**src/rtl/divvy_pkg.sv**
```systemverilog
`default_nettype none
// ============================================================================
//  Module      : divvy_pkg
//  Description : Shared definitions for the Divvy CPU front end.
//                - Default program-counter and instruction widths.
//                - Fetch sequencer state encoding.
//                - Opcode encoding shared with the control decoder.
//                  Keeping it here gives the HLT encoding a single home.
//                - Instruction field positions: opcode in [8:5], flag in [4].
//  Revision    : 1.0 - initial release
// ============================================================================
package divvy_pkg;

  localparam int DIVVY_PC_W = 10;
  localparam int DIVVY_IW   = 9;

  // Instruction field positions
  localparam int OPC_MSB  = 8;
  localparam int OPC_LSB  = 5;
  localparam int FLAG_BIT = 4;

  typedef enum logic [1:0] {
    IDLE     = 2'd0,
    RUN      = 2'd1,
    REDIRECT = 2'd2,
    HALTED   = 2'd3
  } fetch_state_t;

  typedef enum logic [3:0] {
    OP_NOP = 4'h0,
    OP_LDI = 4'h1,
    OP_LD  = 4'h2,
    OP_ST  = 4'h3,
    OP_ADD = 4'h4,
    OP_SUB = 4'h5,
    OP_AND = 4'h6,
    OP_OR  = 4'h7,
    OP_XOR = 4'h8,
    OP_SHF = 4'h9,
    OP_CMP = 4'hA,
    OP_BR  = 4'hB,
    OP_JMP = 4'hC,
    OP_HLT = 4'hF
  } opcode_t;

  // True when an instruction word carries the HLT opcode.
  function automatic logic is_hlt(input logic [DIVVY_IW-1:0] instr);
    return opcode_t'(instr[OPC_MSB:OPC_LSB]) == OP_HLT;
  endfunction

endpackage
`default_nettype wire

```
**src/rtl/fetch_hold.sv**
```systemverilog
`default_nettype none
// ============================================================================
//  Module      : fetch_hold
//  Description : Single-entry hold register for the fetch stage.
//                - Captures the presented instruction and PC on the first
//                  stalled cycle.
//                - While full, a bypass mux shows the held pair instead of
//                  the live pair.
//  Ports       : clk, rst      - clock, synchronous active-high reset
//                capture       - stall seen while an instruction is shown
//                clear         - shown instruction accepted, entry freed
//                in_instr/in_pc   - live instruction word and its PC
//                out_instr/out_pc - bypassed instruction word and PC
//                held          - entry currently full
//  Revision    : 1.0 - initial release
// ============================================================================
module fetch_hold
  import divvy_pkg::*;
#(
  parameter int IW   = DIVVY_IW,
  parameter int PC_W = DIVVY_PC_W
) (
  input  logic            clk,
  input  logic            rst,
  input  logic            capture,
  input  logic            clear,
  input  logic [IW-1:0]   in_instr,
  input  logic [PC_W-1:0] in_pc,
  output logic [IW-1:0]   out_instr,
  output logic [PC_W-1:0] out_pc,
  output logic            held
);

  logic            held_q,  held_d;
  logic [IW-1:0]   instr_q, instr_d;
  logic [PC_W-1:0] pc_q,    pc_d;

  always_comb begin
    held_d  = held_q;
    instr_d = instr_q;
    pc_d    = pc_q;
    if (clear) begin
      held_d = 1'b0;
    end else if (capture && !held_q) begin
      // Only the first stalled cycle loads. After that, the live memory
      // port already shows the following word.
      held_d  = 1'b1;
      instr_d = in_instr;
      pc_d    = in_pc;
    end
  end

  always_ff @(posedge clk) begin
    if (rst) begin
      held_q  <= 1'b0;
      instr_q <= '0;
      pc_q    <= '0;
    end else begin
      held_q  <= held_d;
      instr_q <= instr_d;
      pc_q    <= pc_d;
    end
  end

  assign out_instr = held_q ? instr_q : in_instr;
  assign out_pc    = held_q ? pc_q    : in_pc;
  assign held      = held_q;

endmodule
`default_nettype wire

```
**src/rtl/instr_fetch.sv**
```systemverilog
`default_nettype none
// ============================================================================
//  Module      : instr_fetch
//  Description : Divvy CPU instruction fetch unit.
//                - Sequences the PC and drives the synchronous-read
//                  instruction memory (one-cycle read latency).
//                - Delivers one instruction per cycle to the decoder.
//                - Handles stalls through a hold register.
//                - Taken branches cost one bubble; HLT freezes the unit
//                  until reset.
//  Ports       : CLK, Reset     - clock, synchronous active-high reset
//                Start          - leave IDLE (sampled only in IDLE)
//                Stall          - decoder cannot accept Instr this cycle
//                BranchTaken    - shown instruction is a taken branch
//                BranchTarget   - redirect address
//                Halt           - shown instruction is HLT
//                imem_addr      - memory read address
//                imem_rdata     - memory read data
//                Instr, PC      - instruction word and its address
//                InstrValid     - Instr/PC meaningful
//                Done           - processor halted
//  Revision    : 1.0 - initial release
// ============================================================================
module instr_fetch
  import divvy_pkg::*;
#(
  parameter int              PC_W       = DIVVY_PC_W,
  parameter int              IW         = DIVVY_IW,
  parameter logic [PC_W-1:0] START_ADDR = '0
) (
  input  logic            CLK,
  input  logic            Reset,
  input  logic            Start,
  input  logic            Stall,
  input  logic            BranchTaken,
  input  logic [PC_W-1:0] BranchTarget,
  input  logic            Halt,
  output logic [PC_W-1:0] imem_addr,
  input  logic [IW-1:0]   imem_rdata,
  output logic [IW-1:0]   Instr,
  output logic            InstrValid,
  output logic [PC_W-1:0] PC,
  output logic            Done
);

  fetch_state_t    state_q, state_d;
  logic [PC_W-1:0] pc_q, pc_d;
  logic [PC_W-1:0] pc_inc;

  logic            run;
  logic            accept;
  logic [IW-1:0]   hold_instr;
  logic [PC_W-1:0] hold_pc;
  logic            hold_full;

  assign run    = (state_q == RUN);
  assign accept = run && !Stall;
  // Natural PC_W-bit wrap: the all-ones address rolls to zero.
  assign pc_inc = pc_q + PC_W'(1);

  fetch_hold #(
    .IW   (IW),
    .PC_W (PC_W)
  ) u_hold (
    .clk       (CLK),
    .rst       (Reset),
    .capture   (run && Stall),
    .clear     (accept),
    .in_instr  (imem_rdata),
    .in_pc     (pc_q),
    .out_instr (hold_instr),
    .out_pc    (hold_pc),
    .held      (hold_full)
  );

  // Next-state and PC update.
  always_comb begin
    state_d = state_q;
    pc_d    = pc_q;
    unique case (state_q)
      IDLE: begin
        if (Start) begin
          state_d = RUN;
          pc_d    = START_ADDR;
        end
      end
      RUN: begin
        // Decoder inputs count only on an accepted instruction. Branches
        // raised during a stall are re-presented on acceptance.
        if (accept) begin
          if (Halt) begin
            state_d = HALTED;
          end else if (BranchTaken) begin
            state_d = REDIRECT;
            pc_d    = BranchTarget;
          end else begin
            pc_d = pc_inc;
          end
        end
      end
      REDIRECT: begin
        state_d = RUN;
      end
      HALTED: begin
        state_d = HALTED;
      end
      default: begin
        state_d = IDLE;
      end
    endcase
  end

  // Outputs depend only on registered state and imem_rdata.
  always_comb begin
    imem_addr  = START_ADDR;
    Instr      = '0;
    PC         = pc_q;
    InstrValid = 1'b0;
    Done       = 1'b0;
    unique case (state_q)
      IDLE: begin
        imem_addr = START_ADDR;
      end
      RUN: begin
        // pc_q does not move during a stall, so the address stays at PC+1.
        // After release the next word is already in flight, so no bubble.
        imem_addr  = pc_inc;
        Instr      = hold_instr;
        PC         = hold_pc;
        InstrValid = 1'b1;
      end
      REDIRECT: begin
        // pc_q already holds the target registered at accept.
        imem_addr = pc_q;
      end
      HALTED: begin
        imem_addr = pc_inc;
        Done      = 1'b1;
      end
      default: begin
        imem_addr = START_ADDR;
      end
    endcase
  end

  always_ff @(posedge CLK) begin
    if (Reset) begin
      state_q <= IDLE;
      pc_q    <= START_ADDR;
    end else begin
      state_q <= state_d;
      pc_q    <= pc_d;
    end
  end

  // hold_full is informational here; the bypass inside fetch_hold uses it.
  logic unused_hold_full;
  assign unused_hold_full = hold_full;

endmodule
`default_nettype wire

```
**config.mk**
```make
export PLATFORM = sky130hd
export DESIGN_NAME = instr_fetch
export DESIGN_NICKNAME = d
export VERILOG_FILES = /design/src/rtl/divvy_pkg.sv /design/src/rtl/fetch_hold.sv /design/src/rtl/instr_fetch.sv
export SDC_FILE = /design/constraint.sdc
export NUM_CORES = 1
export LEC_CHECK = 0
export BUFFER_PORTS_ARGS = -buffer_cell sky130_fd_sc_hd__buf_4
export CAP_MARGIN = 20
export CORE_ASPECT_RATIO = 1.5
export CORE_MARGIN = 2
export CORE_UTILIZATION = 35
export DETAILED_ROUTE_END_ITERATION = 8
export PLACE_DENSITY = 0.57
export SYNTH_ARGS = -nofsm -noshare
export SYNTH_HDL_FRONTEND = slang
export SYNTH_SLANG_ARGS = --single-unit
```
**constraint.sdc**
```tcl
create_clock -name CLK -period 2.1 [get_ports CLK]
set_input_delay 0 -clock CLK [delete_from_list [all_inputs] [get_ports CLK]]
set_output_delay 0 -clock CLK [all_outputs]
set_load 0.1 [all_outputs]
```
# ---- After elaboration in Yosys (flattened, before gate mapping)
# Index checks and enable logic that the tools add are counted.
dict set report classes {
  addsub 1
  eq_ne 7
  mux 17
  n_bitwise 1
  reduce_logical 12
}
# op n
set ops {}
lappend ops {{$mux W10} 6}
lappend ops {{$pmux W10 S3} 1}
lappend ops {{$pmux W10 S2} 1}
lappend ops {{$mux W9} 2}
lappend ops {{$add A10 B1 Y10 const B} 1}
lappend ops {{$mux W2} 4}
lappend ops {{$pmux W2 S4} 1}
lappend ops {{$eq A2 B2 Y1 const B} 2}
lappend ops {{$ne A2 B2 Y1 const B} 2}
lappend ops {{$reduce_and A4 Y1} 1}
lappend ops {{$reduce_or A2 Y1} 2}
lappend ops {{$logic_and A1 B1 Y1} 3}
lappend ops {{$ne A3 B3 Y1 const B} 1}
lappend ops {{$reduce_and A3 Y1} 1}
lappend ops {{$eq A2 B1 Y1 const B} 1}
lappend ops {{$logic_not A1 Y1} 2}
lappend ops {{$logic_not A2 Y1} 1}
lappend ops {{$mux W1} 2}
lappend ops {{$ne A2 B1 Y1 const B} 1}
lappend ops {{$reduce_and A2 Y1} 1}
lappend ops {{$reduce_bool A2 Y1} 1}
lappend ops {{$not A1 Y1} 1}
dict set report totals {
  register_bits 32
  input_bits 25
  out_inout_bits 31
  word_cells 43
}

# ---- Longest topological paths before layout
dict set report depth {
  depth_word 5
  depth_mapped 7
  mapped_depth_nobuf 5
}

# ---- Modules after synthesis
# A second synthesis with hierarchy kept.
dict set report hier_totals {
  cells_unflattened 285
  hier_area_um2 2289.7
}
# module instances cells_each area_per_inst_um2 seq_area_each_um2
set by_module_without_submodules {}
lappend by_module_without_submodules {instr_fetch 1 178 1168.6 240.2}
lappend by_module_without_submodules {fetch_hold 1 107 1121.1 400.4}

# ---- Least setup slack after synthesis
# Ideal clock, no wire load.
dict set report synth_timing {
  kind {flip-flop to output port}
  startpoint {reg pc_q[0]}
  endpoint {out imem_addr[7]}
  arrival_ps 3209
  t_required_ps 2100
  path_slack_ps -1109
  stages_incl_launch_ff 6
  path_buffers 1
  cell_sequence {dfxtp_1 > clkbuf_1 > nand2_1 > nor3_1 > xnor2_1 > o21ai_0}
}
dict set report synth_between {
  elab_chain_len 2
}
# item line
set synth_rtl {}
lappend synth_rtl {{start: declaration} instr_fetch.sv:47} ;# logic [PC_W-1:0] pc_q, pc_d;
lappend synth_rtl {{start signal: assignment} instr_fetch.sv:152} ;# pc_q <= pc_d;
lappend synth_rtl {{$add A10 B1 Y10} instr_fetch.sv:59} ;# assign pc_inc = pc_q + PC_W'(1);
lappend synth_rtl {{$pmux W10 S3} instr_fetch.sv:120} ;# unique case (state_q)
lappend synth_rtl {{end: declaration} instr_fetch.sv:38} ;# output logic [PC_W-1:0] imem_addr,
# No other way between the ends.

# ---- Final worst setup path
dict set report layout_timing {
  startpoint {reg pc_q[1]}
  endpoint {out imem_addr[8]}
}
# The elaborated chain is that of the path after synthesis.

==> impl_metrics.yaml <==
drt:
  first_iter_violations: 75
  wl_per_cell_um: 13.77
  routed_wl_um: 5330
  first_pass_iters: 4
  drcViolationCount: 0
  routed_via_density: 5.034
  ant_nets: 0
  vias: 1948
worst_setup_path:
  slowest_delay_ps: 460
  r2r_slack_ps: 470
  crit_end: "imem_addr[8]"
  cp.arrival_ps: 1940
  endpoint_kind: "output port"
  crit_buf_inv: 1
  rr_endpoint: "pc_q[4]$_SDFFE_PP0P_"
  crit_type: "reg -> out"
  start_kind: "flop"
  crit_start: "pc_q[1]$_SDFFE_PP0P_"
  crit_chain: "ha_2, nand2_1, nor3_2, nand2_1, mux2i_4, buf_6"
  path_common_cell: "nand2_1"
  cp.required_ps: 2100
  worstPathMaxFanout: 8
  reg2reg_depth: 4
  worstReg2RegStart: "state_q[1]$_SDFFE_PP0P_"
  critPathTopFamily: "simple AND/OR/NAND/NOR gates"
  slowest_stage: "dfxtp_1"
  path_depth: 6
synth:
  synth_compound_area_share_pct: 19.35
  synth_top_area_share_pct: 34.16
  yosysTopAreaCell: "dfxtp_1"
  synthMuxAreaShare_pct: 12.41
  ys_async_sr_fraction_pct: 0
  synth_edf_count: 0
  synth_fa_ha_area_share_pct: 0.6671
  yosys_register_bits: 32
  synth_top_family_by_area: "simple AND/OR/NAND/NOR gates"
  syn_nets: 278
  ys_warn_count: 0
  yosysUniqueCellTypes: 37
  netlist_top_cells_area: "dfxtp_1, nand2_1, a21oi_1"
  ys_seq_area_share_pct: 34.16
  syn_inst: 252
  synth-simple-area-share_pct: 25.88
  synth_area_mm2: 0.001876
  syn_avg_cell_area_um2: 7.443
  synthFlopType: "dfxtp_1"
  synth_xor_area_share_pct: 2.802
sta:
  post-route-period-util_pct: 92.45
  rsz0062_at_grt: "no"
  slew_viol_final: 0
  slew_headroom_pct: 69.64
  timing.setup.tns_ps: 0
  worst_slew_pin_slew_ps: 452.9
  fmax_ghz: 0.5151
  setup_viol: 0
  fin_crit_ps: 1941
  hold_viol_final: 0
  fin_skew_ps: 2.097
cells_and_area:
  fin_area_mm2: 0.002716
  drive_gt1_share_pct: 32.60
  fin_cells: 387
  fill_cells: 522
  syn2layout_area_growth_pct: 44.83
  layout_common_cells: "buf_4, nand2_1, dfxtp_1"
  antenna_cells: 0
  final_common_cell: "buf_4"
  seq_area_um2: 641.9
  multiInputGateArea_mm2: 0.001249
  nNetsFinal: 344
  fin_util_pct: 52.59
clock_network:
  clockBufferDepth: 2
  cts_buffers: 5
  cts.sinks: 32
  clk-insertion-delay-late_ps: 280
  cts_root_buf: "clkbuf_8"
  clk_pin_slew_ps: 70
  cts-htree-levels: 2
  cts_tree: "built"
placed_design:
  dp_hpwl_um: 3786
  place.gp.congestion: 0.8393
  io_buffers: 55
  placed_area_mm2: 0.002466
  dp.cells: 366
power_and_ir_drop:
  ir_drop_v: 0.0003958
  leakagePower_uw: 0.001069
  power_density_mw_per_mm2: 609.5
  finalPower_uw: 1656
outcome:
  status: "completed"
floorplan:
  initial_core_util_pct: 36.31
  core-area_mm2: 0.005165
  die_w_um: 63.77
  die-area_mm2: 0.005972
  num_rows: 32
  die_h_um: 93.66
  ios: 56
job:
  drv_cap: 0
min_path:
  min_path_type: "in -> reg"
  whs_path_depth: 3
global_route:
  first_global_vias: 1805
  grt_max_degree: 30
  grt_usage_pct: 18.86
  antenna_found_initial: 0
  grt_overflow: 0
  grt_pass1_wl_um: 8859
synth_stat cells, types with 2 or more instances:
library cell  number
xnor2_1            6
nor3_1             6
nand3_1            5
o21ai_0           12
and3_1             2
mux2_2            10
dfxtp_1           32
nand2b_1           4
nor4_1             2
nor2_1            19
o2bb2ai_1          6
buf_2              4
mux2i_1           12
clkbuf_1          12
a21oi_1           29
nand2_1           61
o21ai_1            6
inv_1              3
a22oi_1            2
a31oi_1            2
metrics by stage:
step / worst slack [ps] / hold WS (ps)
final: 158.7 / 17.10
after CTS: 99.66 / 13.40
after floorplan: -564.8 / 136.0
after detailed placement: 242.8 / 264.3
after global placement: 310.6 / 256.3
after global routing: 1.380 / 20.61
flip-flops by register name, indices dropped and copies added (netlist names):
signal and count:
u_hold.instr_q 9, pc_q 10, state_q 2, u_hold.pc_q 10, u_hold.held 1
final cells by class:
cell class | count | share of cell area, %
Timing Repair Buffer | 77 | 22.62
Clock buffer | 6 | 2.672
Inverter | 4 | 0.6909
Clock inverter | 2 | 1.290
Tap cell | 68 | 3.132
Multi-Input combinational cell | 198 | 45.97
Sequential cell | 32 | 23.63
cells by family (layout without fill, tap and decap cells):
logic type,count (synthesis),after routing
flip-flops,32,32
AO/OA/AOI/OAI,63,63
buffers and inverters,22,89
XOR/XNOR,6,6
AND/OR/NAND/NOR,106,106
multiplexers,22,22
adder cells (fa/ha/maj),1,1
worst min-delay path: stages:
cell,delay (ps)
buf_4,140
nand2_1,60
a21oi_1,50
power by group:
group | internal [µW] | switching, µW | leakage (µW)
clock | 352 | 232 | 0.0000552
sequential | 623 | 14.5 | 0.000260
combinational | 136 | 298 | 0.000754
per-layer routing:
metal,track usage [%],up-vias,wire length [µm]
met5,0,-,0
met4,5.254,0,52
met3,4.796,5,273
met2,33.77,52,2769
met1,21.98,886,2235
li1,-,1005,-
what timing repair did:
action,in CTS,in global routing
hold endpoints to repair,13,0
gates resized for setup,2,2
hold buffers,13,0
endpoints found under the setup margin,1,2
setup buffers,0,0
pin swaps,0,0
worst min path at each step:
| stage | to | slack [ps] | start |
|---|---|---|---|
| 5_1_grt | u_hold.held$_SDFFE_PP0N_ | 20 | Stall |
| 2_1_floorplan | u_hold.instr_q[0]$_SDFFE_PP0P_ | 140 | imem_rdata[0] |
| 3_5_place_dp | u_hold.instr_q[1]$_SDFFE_PP0P_ | 260 | imem_rdata[1] |
| 6_report | u_hold.held$_SDFFE_PP0N_ | 20 | Stall |
| 3_3_place_gp | u_hold.instr_q[1]$_SDFFE_PP0P_ | 260 | imem_rdata[1] |
| 4_1_cts | pc_q[7]$_SDFFE_PP0P_ | 10 | BranchTarget[7] |
(Power assumes the default switching activity.)
